File: config.mk
export PLATFORM = sky130hd
export DESIGN_NAME = countdown_timer
export DESIGN_NICKNAME = d
export VERILOG_FILES = /design/src/rtl/countdown_timer_pkg.sv /design/src/rtl/countdown_timer_dec_reg.sv /design/src/rtl/countdown_timer.sv
export SDC_FILE = /design/constraint.sdc
export NUM_CORES = 1
export LEC_CHECK = 0
export ABC_AREA = 1
export CAP_MARGIN = 20
export CORE_AREA = 2 2 39 41
export CTS_BUF_LIST = sky130_fd_sc_hd__clkbuf_4
export CTS_CLUSTER_DIAMETER = 120
export CTS_CLUSTER_SIZE = 40
export DETAILED_ROUTE_END_ITERATION = 10
export DIE_AREA = 0 0 41 43
export DONT_BUFFER_PORTS = 1
export PLACE_DENSITY_LB_ADDON = 0.3
export RECOVER_POWER = 50
export SLEW_MARGIN = 20
export SYNTH_ARGS = -nofsm -noshare
export SYNTH_HDL_FRONTEND = slang
export SYNTH_HIERARCHICAL = 1
export SYNTH_SLANG_ARGS = --single-unit
File: constraint.sdc
create_clock -name clk -period 2.52 [get_ports clk]
set_clock_uncertainty 0.05 [all_clocks]
set_input_delay 0.504 -clock clk [delete_from_list [all_inputs] [get_ports clk]]
set_output_delay 0.504 -clock clk [all_outputs]
set_load 0.02 [all_outputs]
File: src/rtl/countdown_timer_pkg.sv
// Shared types for the loadable countdown timer.
// Build with COUNTDOWN_AUTORELOAD_EN defined for periodic auto-reload.
package countdown_timer_pkg;

  localparam int COUNTDOWN_N = 4;

  typedef enum logic {
    IDLE = 1'b0,
    RUN  = 1'b1
  } state_e;

  typedef enum logic [1:0] {
    OP_HOLD = 2'd0,
    OP_LOAD = 2'd1,
    OP_DEC  = 2'd2,
    OP_CLR  = 2'd3
  } op_e;

endpackage

File: src/rtl/countdown_timer_dec_reg.sv
// Count register for the countdown timer: per-bit async-clear flops
// behind a load / decrement / hold / clear mux.
module dflipflop (
  input  logic clk,
  input  logic rst_n,
  input  logic d,
  output logic q
);

  always_ff @(posedge clk or negedge rst_n) begin
    if (!rst_n) q <= 1'b0;
    else        q <= d;
  end

endmodule

module dec_reg
  import countdown_timer_pkg::*;
#(
  parameter int N = COUNTDOWN_N
) (
  input  logic         clk,
  input  logic         rst_n,
  input  op_e          op_in,
  input  logic [N-1:0] load_in,
  output logic [N-1:0] count_q
);

  logic [N-1:0] count_d;

  always_comb begin
    count_d = count_q;
    unique case (op_in)
      OP_LOAD: count_d = load_in;
      OP_DEC:  count_d = count_q - N'(1);
      OP_CLR:  count_d = '0;
      default: count_d = count_q;
    endcase
  end

  for (genvar i = 0; i < N; i++) begin : g_bit
    dflipflop u_ff (
      .clk   (clk),
      .rst_n (rst_n),
      .d     (count_d[i]),
      .q     (count_q[i])
    );
  end

endmodule

File: src/rtl/countdown_timer.sv
// Loadable down-counter with start/ready handshake and a done pulse.
// COUNTDOWN_AUTORELOAD_EN turns a run into a periodic tick until abort.
module countdown_timer
  import countdown_timer_pkg::*;
#(
  parameter int N = COUNTDOWN_N
) (
  input  logic         clk,
  input  logic         reset_in_n,
  input  logic         start_in,
  input  logic [N-1:0] load_in,
  input  logic         en_in,
  input  logic         abort_in,
  output logic         ready,
  output logic         busy,
  output logic [N-1:0] count,
  output logic         done
);

  state_e       state_q, state_d;
  logic         done_q, done_d;
  op_e          op;
  logic [N-1:0] reg_load;
  logic [N-1:0] count_q;
  logic         last;

  assign last = (count_q == N'(1));

`ifdef COUNTDOWN_AUTORELOAD_EN
  logic [N-1:0] period_q, period_d;

  always_ff @(posedge clk or negedge reset_in_n) begin
    if (!reset_in_n) period_q <= '0;
    else             period_q <= period_d;
  end

  assign reg_load = (state_q == RUN) ? period_q : load_in;
`else
  assign reg_load = load_in;
`endif

  always_ff @(posedge clk or negedge reset_in_n) begin
    if (!reset_in_n) begin
      state_q <= IDLE;
      done_q  <= 1'b0;
    end else begin
      state_q <= state_d;
      done_q  <= done_d;
    end
  end

  always_comb begin
    state_d = state_q;
    done_d  = 1'b0;
    op      = OP_HOLD;
`ifdef COUNTDOWN_AUTORELOAD_EN
    period_d = period_q;
`endif
    unique case (state_q)
      IDLE: begin
        if (start_in) begin
          op = OP_LOAD;
`ifdef COUNTDOWN_AUTORELOAD_EN
          period_d = load_in;
`endif
          // zero load is a zero-length run
          if (load_in != '0) state_d = RUN;
          else               done_d  = 1'b1;
        end
      end
      RUN: begin
        if (abort_in) begin
          op      = OP_CLR;
          state_d = IDLE;
        end else if (en_in) begin
          if (!last) begin
            op = OP_DEC;
          end else begin
            done_d = 1'b1;
`ifdef COUNTDOWN_AUTORELOAD_EN
            op = OP_LOAD;
`else
            op      = OP_CLR;
            state_d = IDLE;
`endif
          end
        end
      end
    endcase
  end

  dec_reg #(.N(N)) u_dec_reg (
    .clk     (clk),
    .rst_n   (reset_in_n),
    .op_in   (op),
    .load_in (reg_load),
    .count_q (count_q)
  );

  assign ready = (state_q == IDLE);
  assign busy  = (state_q == RUN);
  assign count = count_q;
  assign done  = done_q;

endmodule

# Yosys cells after proc, flatten, opt, wreduce, memory -nomap -nowiden

Index checks and enable logic that the tools add are counted.
W data, S select, Z words.

Register bits: 6
Word-level logic and storage cells: 32

Reductions and logical operators: 2
Equal/unequal tests: 4
Bitwise logic cells: 1
$add $sub $neg: 1
Muxes and demuxes: 18

Operators with widths:

| cell                  | number |
|---|---|
| $mux W1               | 12 |
| $pmux W4 S3           | 1 |
| $eq A2 B2 Y1 const B  | 2 |
| $eq A4 B1 Y1 const B  | 1 |
| $mux W2               | 2 |
| $pmux W1 S2           | 2 |
| $pmux W2 S2           | 1 |
| $reduce_bool A4 Y1    | 1 |
| $sub A4 B1 Y4 const B | 1 |
| $reduce_bool A3 Y1    | 1 |
| $eq A2 B1 Y1 const B  | 1 |
| $not A1 Y1            | 1 |

# Logic depth before layout (Yosys ltp)

Gate-level depths: netlist of the first run.

Depth after elaboration: 7
Depth in mapped cells: 9
Depth with buffers taken out: 9

# Hierarchy

The synthesis of the first run kept the hierarchy.

Modules (own cells, without submodules):

| module          | instances | area an instance (um^2) | cells each | seq. area each (um^2) |
|---|---|---|---|---|
| countdown_timer | 1         | 155.1                   | 25         | 50.0 |
| dec_reg         | 1         | 148.9                   | 32         | 0.0 |
| dflipflop       | 4         | 25.0                    | 1          | 25.0 |

# Worst setup path before layout of the first run

No wires, ideal clock.

Path type: register to register
Start point: register u_dec_reg.g_bit[3].u_ff.q
End point: register u_dec_reg.g_bit[3].u_ff.q
Arrival time: 1.358 ns
Cell stages (with the launch flop): 9
Clock period less this slack: 1.525 ns
Setup slack: 0.995 ns
Setup time: 0.118 ns
Cell sequence: dfrtp_1 nor2_2 nand3_1 a21oi_1 nor2_2 nand2_1 nand2_1 inv_1 nand2_1

Word-level cells in the longest chain between the ends: 7
Elaborated cells on any way between the ends: 11
Those cells by class: add/sub (1); eq/ne (4); mux (5); reduce/logical (1)

RTL lines:

| element                                      | line                          | source |
|---|---|---|
| from (decl)                                  | countdown_timer_dec_reg.sv:7  | `output logic q` |
| from (signal assigned)                       | countdown_timer_dec_reg.sv:11 | `if (!rst_n) q <= 1'b0;` |
| from (signal assigned)                       | countdown_timer_dec_reg.sv:12 | `else q <= d;` |
| $eq A4 B1 Y1 *                               | countdown_timer.sv:27         | `assign last = (count_q == N'(1));` |
| $mux W1 *                                    | countdown_timer.sv:76         | `if (!last) begin` |
| $mux W2 *                                    | countdown_timer.sv:75         | `end else if (en_in) begin` |
| $mux W2 *                                    | countdown_timer.sv:72         | `if (abort_in) begin` |
| $pmux W2 S2 *                                | countdown_timer.sv:59         | `unique case (state_q)` |
| named net op[0]                              | countdown_timer.sv:22         | `op_e op;` |
| $eq A2 B2 Y1 or $eq A2 B1 Y1 (tied branches) | countdown_timer_dec_reg.sv:33 | `unique case (op_in)` |
| $pmux W4 S3 *                                | countdown_timer_dec_reg.sv:33 |  |
| named net u_dec_reg.count_d[3]               | countdown_timer_dec_reg.sv:29 | `logic [N-1:0] count_d;` |

The timed path passes the listed nets; every way through them passes the cells marked *.
A chain may end at the register's enable or synchronous reset.

# Final worst setup path of the first run

Start point: register state_q (netlist: busy)
End point: register u_dec_reg.g_bit[3].u_ff.q

Word-level cells in the longest chain between the ends: 4
Elaborated cells on any way between the ends: 7
Those cells by class: eq/ne (3); mux (2); bitwise (1); reduce/logical (1)

RTL lines:

| element                                      | line                          | source |
|---|---|---|
| from (decl)                                  | countdown_timer.sv:20         | `state_e state_q, state_d;` |
| from (signal assigned)                       | countdown_timer.sv:47         | `state_q <= state_d;` |
| $not A1 Y1 *                                 | --                            |  |
| named net ready                              | countdown_timer.sv:14         | `output logic ready,` |
| $pmux W2 S2 *                                | countdown_timer.sv:59         |  |
| named net op[0]                              | countdown_timer.sv:22         |  |
| $eq A2 B2 Y1 or $eq A2 B1 Y1 (tied branches) | countdown_timer_dec_reg.sv:33 |  |
| $pmux W4 S3 *                                | countdown_timer_dec_reg.sv:33 |  |
| named net u_dec_reg.count_d[3]               | countdown_timer_dec_reg.sv:29 |  |

Marked as above.

==> flow_metrics.tcl, run 1 <==
set metrics [dict create \
    clkLatencyLatePin_ns 0.24 \
    worst-path-max-fanout 6 \
    ant_nets 0 \
    cts.sinks 6 \
    timing.max_cap.violations 0 \
    synth_xor_xnor_area_share_pct 0 \
    synth_top_family_by_area "simple AND/OR/NAND/NOR gates" \
    synth-simple-area-share_pct 47.4 \
    required_ns 2.60 \
    cts_tree "done" \
    wl_per_cell_um 11.1 \
    clockBufferDepth 2 \
    finalHoldViolCount 0 \
    cp_cell_sequence "inv_1 > nor2_1 > a21oi_1 > nor2_2 > nand2_1 > nand2_1 > inv_1 > nand2_1" \
    power.density_nw_per_um2 1020 \
    dr_total_vias 385 \
    grtUsageMet1_pct 17.3 \
    use_met2_pct 16.3 \
    grt_pass1_wl_um 1500 \
    syn-cell-area_um2 404 \
    p_switching_uw 218 \
    whs_path_depth 2 \
    reg2reg_depth 8 \
    cp-start-kind "register" \
    dieWidth_um 41 \
    core_area_um2 1380 \
    synthAdderAreaFrac_pct 3.10 \
    htreeDepth 1 \
    intPower_uw 239 \
    sw_frac_of_total_pct 47.7 \
    top_usage_layer "met1" \
    synth_mux_area_share_pct 0 \
    fin_nets 77 \
    rsz0062_at_grt "no" \
    slowest_stage "dfrtp_1" \
    hpwl_um 692 \
    die_area_um2 1760 \
    clockRootBuffer "clkbuf_4" \
    slew_headroom_pct 68.5 \
    fin_tns_setup_ns 0 \
    synth.area.top_cells "dfrtp_1 37%, nand3_1 15%, nand2_1 15%" \
    cts_resized 0 \
    diodes 0 \
    drive_above_1_share_pct 10.8 \
    grt.total_usage_pct 13.2 \
    synthDistinctLibCells 13 \
    ctsHoldBuffers 1 \
    pwr-share-clk_pct 20.0 \
    mostFrequentLayoutCell "nand2_1" \
    synth_seq_area_share_pct 37.2 \
    wl_um 896 \
    vdd_drop_max_v 0.000234 \
    outcome "completed" \
    setup_viol 0 \
    post-route-period-util_pct 68.9 \
    antenna_found_initial 0 \
    cp-end-kind "register" \
    grt.met3_usage_pct 4.19 \
    viasPerCell 4.75 \
    gp_congestion 0.750 \
    synth-compound-area-share_pct 1.24 \
    postCtsSetupRepairBufs 0 \
    path_class "reg -> reg" \
    critPathArrivalTime_ns 1.82 \
    syn_avg_cell_area_um2 6.63 \
    yosysTopAreaCell "dfrtp_1" \
    drc 0 \
    pwr-share-comb_pct 34.5 \
    fmax_mhz 576 \
    grt_pass1_vias 353 \
    power_leakage_uw 0.000240 \
    portBuffers 0 \
    fin_ws_ns 0.783 \
    dr.pass1.iters 5 \
    hold_class "in -> reg" \
    clkTransAtPathRegs_ns 0.05 \
    initial_core_util_pct 29.2 \
    dp_worst_setup_slack_ns 0.870 \
    drt_iter0_drc 14 \
    sequentialPowerShare_pct 45.6 \
    grt_max_degree 7 \
    io_pins 16 \
    worstMarginPinSlew_ns 0.472 \
    finalCriticalPeriod_ns 1.74 \
    overflow 0 \
    cpPeakStageDelay_ns 0.47 \
    cts_inserted_buffers 3 \
    syn_nets 71 \
    die_y_um 43 \
    crit_path_frequent_cell "nand2_1" \
    area_growth_pct 11.1 \
    layout_common_cells "16 x nand2_1, 12 x nand3_1, 11 x inv_1" \
    fillers 156 \
    synth_top_area_share_pct 37.2 \
    place_area_um2 424 \
    ys_seq_elements 6 \
    row_count 14 \
    maxSlewViolCount 0 \
    synth_warnings 6 \
    design_area_um2 449 \
    synthCells 61 \
]
[Yosys cell counts]
cell type	count
nand3_1	12
nor2_2	3
nand2_1	16
or2_2	1
clkinv_1	1
dfrtp_1	6
inv_1	10
nor2_4	1
inv_2	1
ha_1	1
a21oi_1	1
nand4_1	2
nor2_1	6
[kinds of logic (layout without fill, tap and decap cells)]
| kind of cell | Yosys count | count (layout) |
|---|---|---|
| compound gates | 1 | 1 |
| fa+ha+maj | 1 | 1 |
| buf+inv | 12 | 16 |
| flops | 6 | 6 |
| simple gates | 41 | 41 |
[per-layer routing]
layer  vias up  part of all wire (%)
met5         -                     0
li1        200                     -
met4         0                   2.5
met2        20                    45
met3         2                   8.8
met1       163                    43
[registers in the layout (all words and copies together) (netlist names)]
signal                  cells
done                        1
busy                        1
u_dec_reg/g_bit.u_ff/q      4
[area by class of cell]
cell class	instances	area [µm²]	share of cell area [%]
Clock buffer	3	22.5	5.01
Inverter	12	45.0	10.0
Multi-Input combinational cell	43	201	44.8
Timing Repair Buffer	1	10.0	2.23
Tap cell	16	20.0	4.46
Sequential cell	6	150	33.4
[power groups by stage]
stage	combinational [µW]	sequential (µW)	clock [µW]
after CTS	161	211	95.5
after global routing	189	215	100
final	158	209	91.3
after floorplan	136	200	0
after global placement	155	213	0
after detailed placement	158	213	0
[through the flow]
step / std cells / utilization, % / power, µW / hold WS (ns)
after global routing: 81 / 32.5 / 504 / 0.405
after CTS: 81 / 33.0 / 468 / 0.363
after detailed placement: 77 / 30.7 / 371 / 0.159
after global placement: 77 / 30.7 / 368 / 0.159
final: 81 / 32.5 / 458 / 0.391
after floorplan: 61 / - / 336 / 0.158
[worst max-delay path: cells and delay by family, from the launching register on]
family	cells	cell delay, ns
flip-flops	1	0.47
AO/OA/AOI/OAI	1	0.42
AND/OR/NAND/NOR	5	0.41
buffers and inverters	2	0.28
[path summary, 6_finish.rpt]
kind	from	end	slack [ns]
max in group asynchronous	reset_in_n	busy$_DFF_PN0_	1.65
worst min-delay path	load_in[2]	u_dec_reg/g_bit[2].u_ff/q$_DFF_PN0_	0.39
worst max register to register	busy$_DFF_PN0_	u_dec_reg/g_bit[3].u_ff/q$_DFF_PN0_	0.78
worst max-delay path	busy$_DFF_PN0_	u_dec_reg/g_bit[3].u_ff/q$_DFF_PN0_	0.78
min in group asynchronous	reset_in_n	u_dec_reg/g_bit[3].u_ff/q$_DFF_PN0_	0.54
worst min register to register	u_dec_reg/g_bit[2].u_ff/q$_DFF_PN0_	u_dec_reg/g_bit[2].u_ff/q$_DFF_PN0_	0.67
(Power assumes the default switching activity.)
==> run 2, diff against run 1 <==
==> constraint.sdc (replaced) <==
create_clock -name clk -period 1.7 [get_ports clk]
set_clock_uncertainty 0.05 [all_clocks]
set_input_delay 0.34 -clock clk [delete_from_list [all_inputs] [get_ports clk]]
set_output_delay 0.34 -clock clk [all_outputs]
set_load 0.02 [all_outputs]
==> flow_metrics.tcl, run 2 (synthesis results as in run 1) <==
set metrics [dict create \
    drt_iter0_drc 15 \
    mostFrequentLayoutCell "nand2_1" \
    wl_per_cell_um 11.1 \
    fin_tns_setup_ns 0 \
    whs_ns 0.209 \
    required_ns 1.83 \
    hold_class "in -> reg" \
    grt_max_degree 7 \
    portBuffers 0 \
    grt_pass1_wl_um 1570 \
    htreeDepth 1 \
    timing.max_cap.violations 0 \
    fmax_mhz 668 \
    rsz0062_at_grt "no" \
    diodes 0 \
    dr.pass1.iters 2 \
    finalCriticalPeriod_ns 1.50 \
    cts_inserted_buffers 3 \
    vdd_drop_max_v 0.000451 \
    die_y_um 43 \
    cp-end-kind "register" \
    drc 0 \
    clkTransAtPathRegs_ns 0.05 \
    hpwl_um 773 \
    io_pins 16 \
    clockRootBuffer "clkbuf_4" \
    layout_common_cells "16 x nand2_1, 12 x nand3_1, 10 x inv_1" \
    fin_nets 82 \
    hold_path.startpoint "abort_in" \
    clkLatencyLatePin_ns 0.24 \
    gp_congestion 0.729 \
    clockBufferDepth 2 \
    critPathArrivalTime_ns 1.63 \
    path_class "reg -> reg" \
    r2r-start "busy$_DFF_PN0_" \
    drive_above_1_share_pct 20.0 \
    worstMarginPinSlew_ns 0.320 \
    post-route-period-util_pct 88.0 \
    finalHoldViolCount 0 \
    dr_total_vias 386 \
    area_growth_pct 22.3 \
    crit_path_frequent_cell "nand2_1" \
    largest_register_ffs 4 \
    cts_tree "done" \
    timing.rr.end "u_dec_reg/g_bit[3].u_ff/q$_DFF_PN0_" \
    ant_nets 0 \
    cp_cell_sequence "inv_2 > nor2_4 > a21oi_1 > buf_4 > nor2_2 > nand2_1 > nand2_1 > inv_1 > nand2_1" \
    die_area_um2 1760 \
    reg2reg_depth 9 \
    power_leakage_uw 0.000264 \
    slowest_stage "dfrtp_1" \
    setup_viol 0 \
    antenna_found_initial 0 \
    worst-path-max-fanout 6 \
    cts.sinks 6 \
    maxSlewViolCount 0 \
    cpPeakStageDelay_ns 0.50 \
    r2r_slack_ns 0.20 \
    viasPerCell 4.49 \
    outcome "completed" \
    grt.total_usage_pct 14.0 \
    grt_pass1_vias 362 \
    core_area_um2 1380 \
    whs_path_depth 3 \
    dieWidth_um 41 \
    largest-register "u_dec_reg/g_bit.u_ff/q" \
    wl_um 952 \
    postCtsSetupRepairBufs 0 \
    overflow 0 \
    min_to "done$_DFF_PN0_" \
    slew_headroom_pct 78.6 \
    cp-start-kind "register" \
    row_count 14 \
    initial_core_util_pct 29.2 \
    power.density_nw_per_um2 1520 \
]
-- run 2: area by class of cell --
type	instances	area (µm²)
Timing Repair Buffer	6	47.5
Fill cell	150	890
Clock buffer	3	22.5
Inverter	12	45.0
Tap cell	16	20.0
Sequential cell	6	150
Multi-Input combinational cell	43	209
-- run 2: repair_timing --
| item | CTS | global route |
|---|---|---|
| endpoints found under the hold margin | 6 | 0 |
| hold buffers | 1 | 0 |
| resized for setup | 0 | 0 |
-- run 2: stage by stage --
step	cell area [µm²]	total power [µW]	instances	worst slack (ns)	util, %
final	494	752	86	0.203	35.7
after global routing	494	831	86	0.0643	35.7
after CTS	494	764	86	0.198	35.7
after detailed placement	462	617	82	0.207	33.4
after global placement	462	610	82	0.235	33.4
after floorplan	404	497	61	0.175	-
-- run 2: metal layers --
layer / wire (µm) / vias to the layer above / track usage, %
met1: 437 / 165 / 17.1
li1: - / 211 / -
met5: 0 / - / 0
met4: 19 / 0 / 12.0
met3: 46 / 2 / 5.24
met2: 448 / 8 / 18.1
-- run 2: critical path, delay by kind of cell, from the launching register on --
| family | cells | cell delay [ns] |
|---|---|---|
| AO/OA/AOI/OAI | 1 | 0.07 |
| AND/OR/NAND/NOR | 5 | 0.47 |
| flip-flops | 1 | 0.50 |
| buffers and inverters | 3 | 0.35 |
-- run 2: power by group --
part,total (µW),internal (µW),leakage [µW],switching (µW)
combinational,379,144,0.000175,236
clock,135,80.1,0.0000138,54.5
sequential,238,188,0.0000760,49.4
-- run 2: how the worst max path moves through the flow --
stage	endpoint	cells past startpoint	slack, ns	from
floorplan	u_dec_reg/g_bit[3].u_ff/q$_DFF_PN0_	8	0.17	u_dec_reg/g_bit[3].u_ff/q$_DFF_PN0_
global placement	u_dec_reg/g_bit[3].u_ff/q$_DFF_PN0_	9	0.23	busy$_DFF_PN0_
detailed placement	u_dec_reg/g_bit[3].u_ff/q$_DFF_PN0_	9	0.21	busy$_DFF_PN0_
CTS	u_dec_reg/g_bit[3].u_ff/q$_DFF_PN0_	9	0.20	busy$_DFF_PN0_
global route	u_dec_reg/g_bit[3].u_ff/q$_DFF_PN0_	9	0.06	busy$_DFF_PN0_
finish	u_dec_reg/g_bit[3].u_ff/q$_DFF_PN0_	9	0.20	busy$_DFF_PN0_
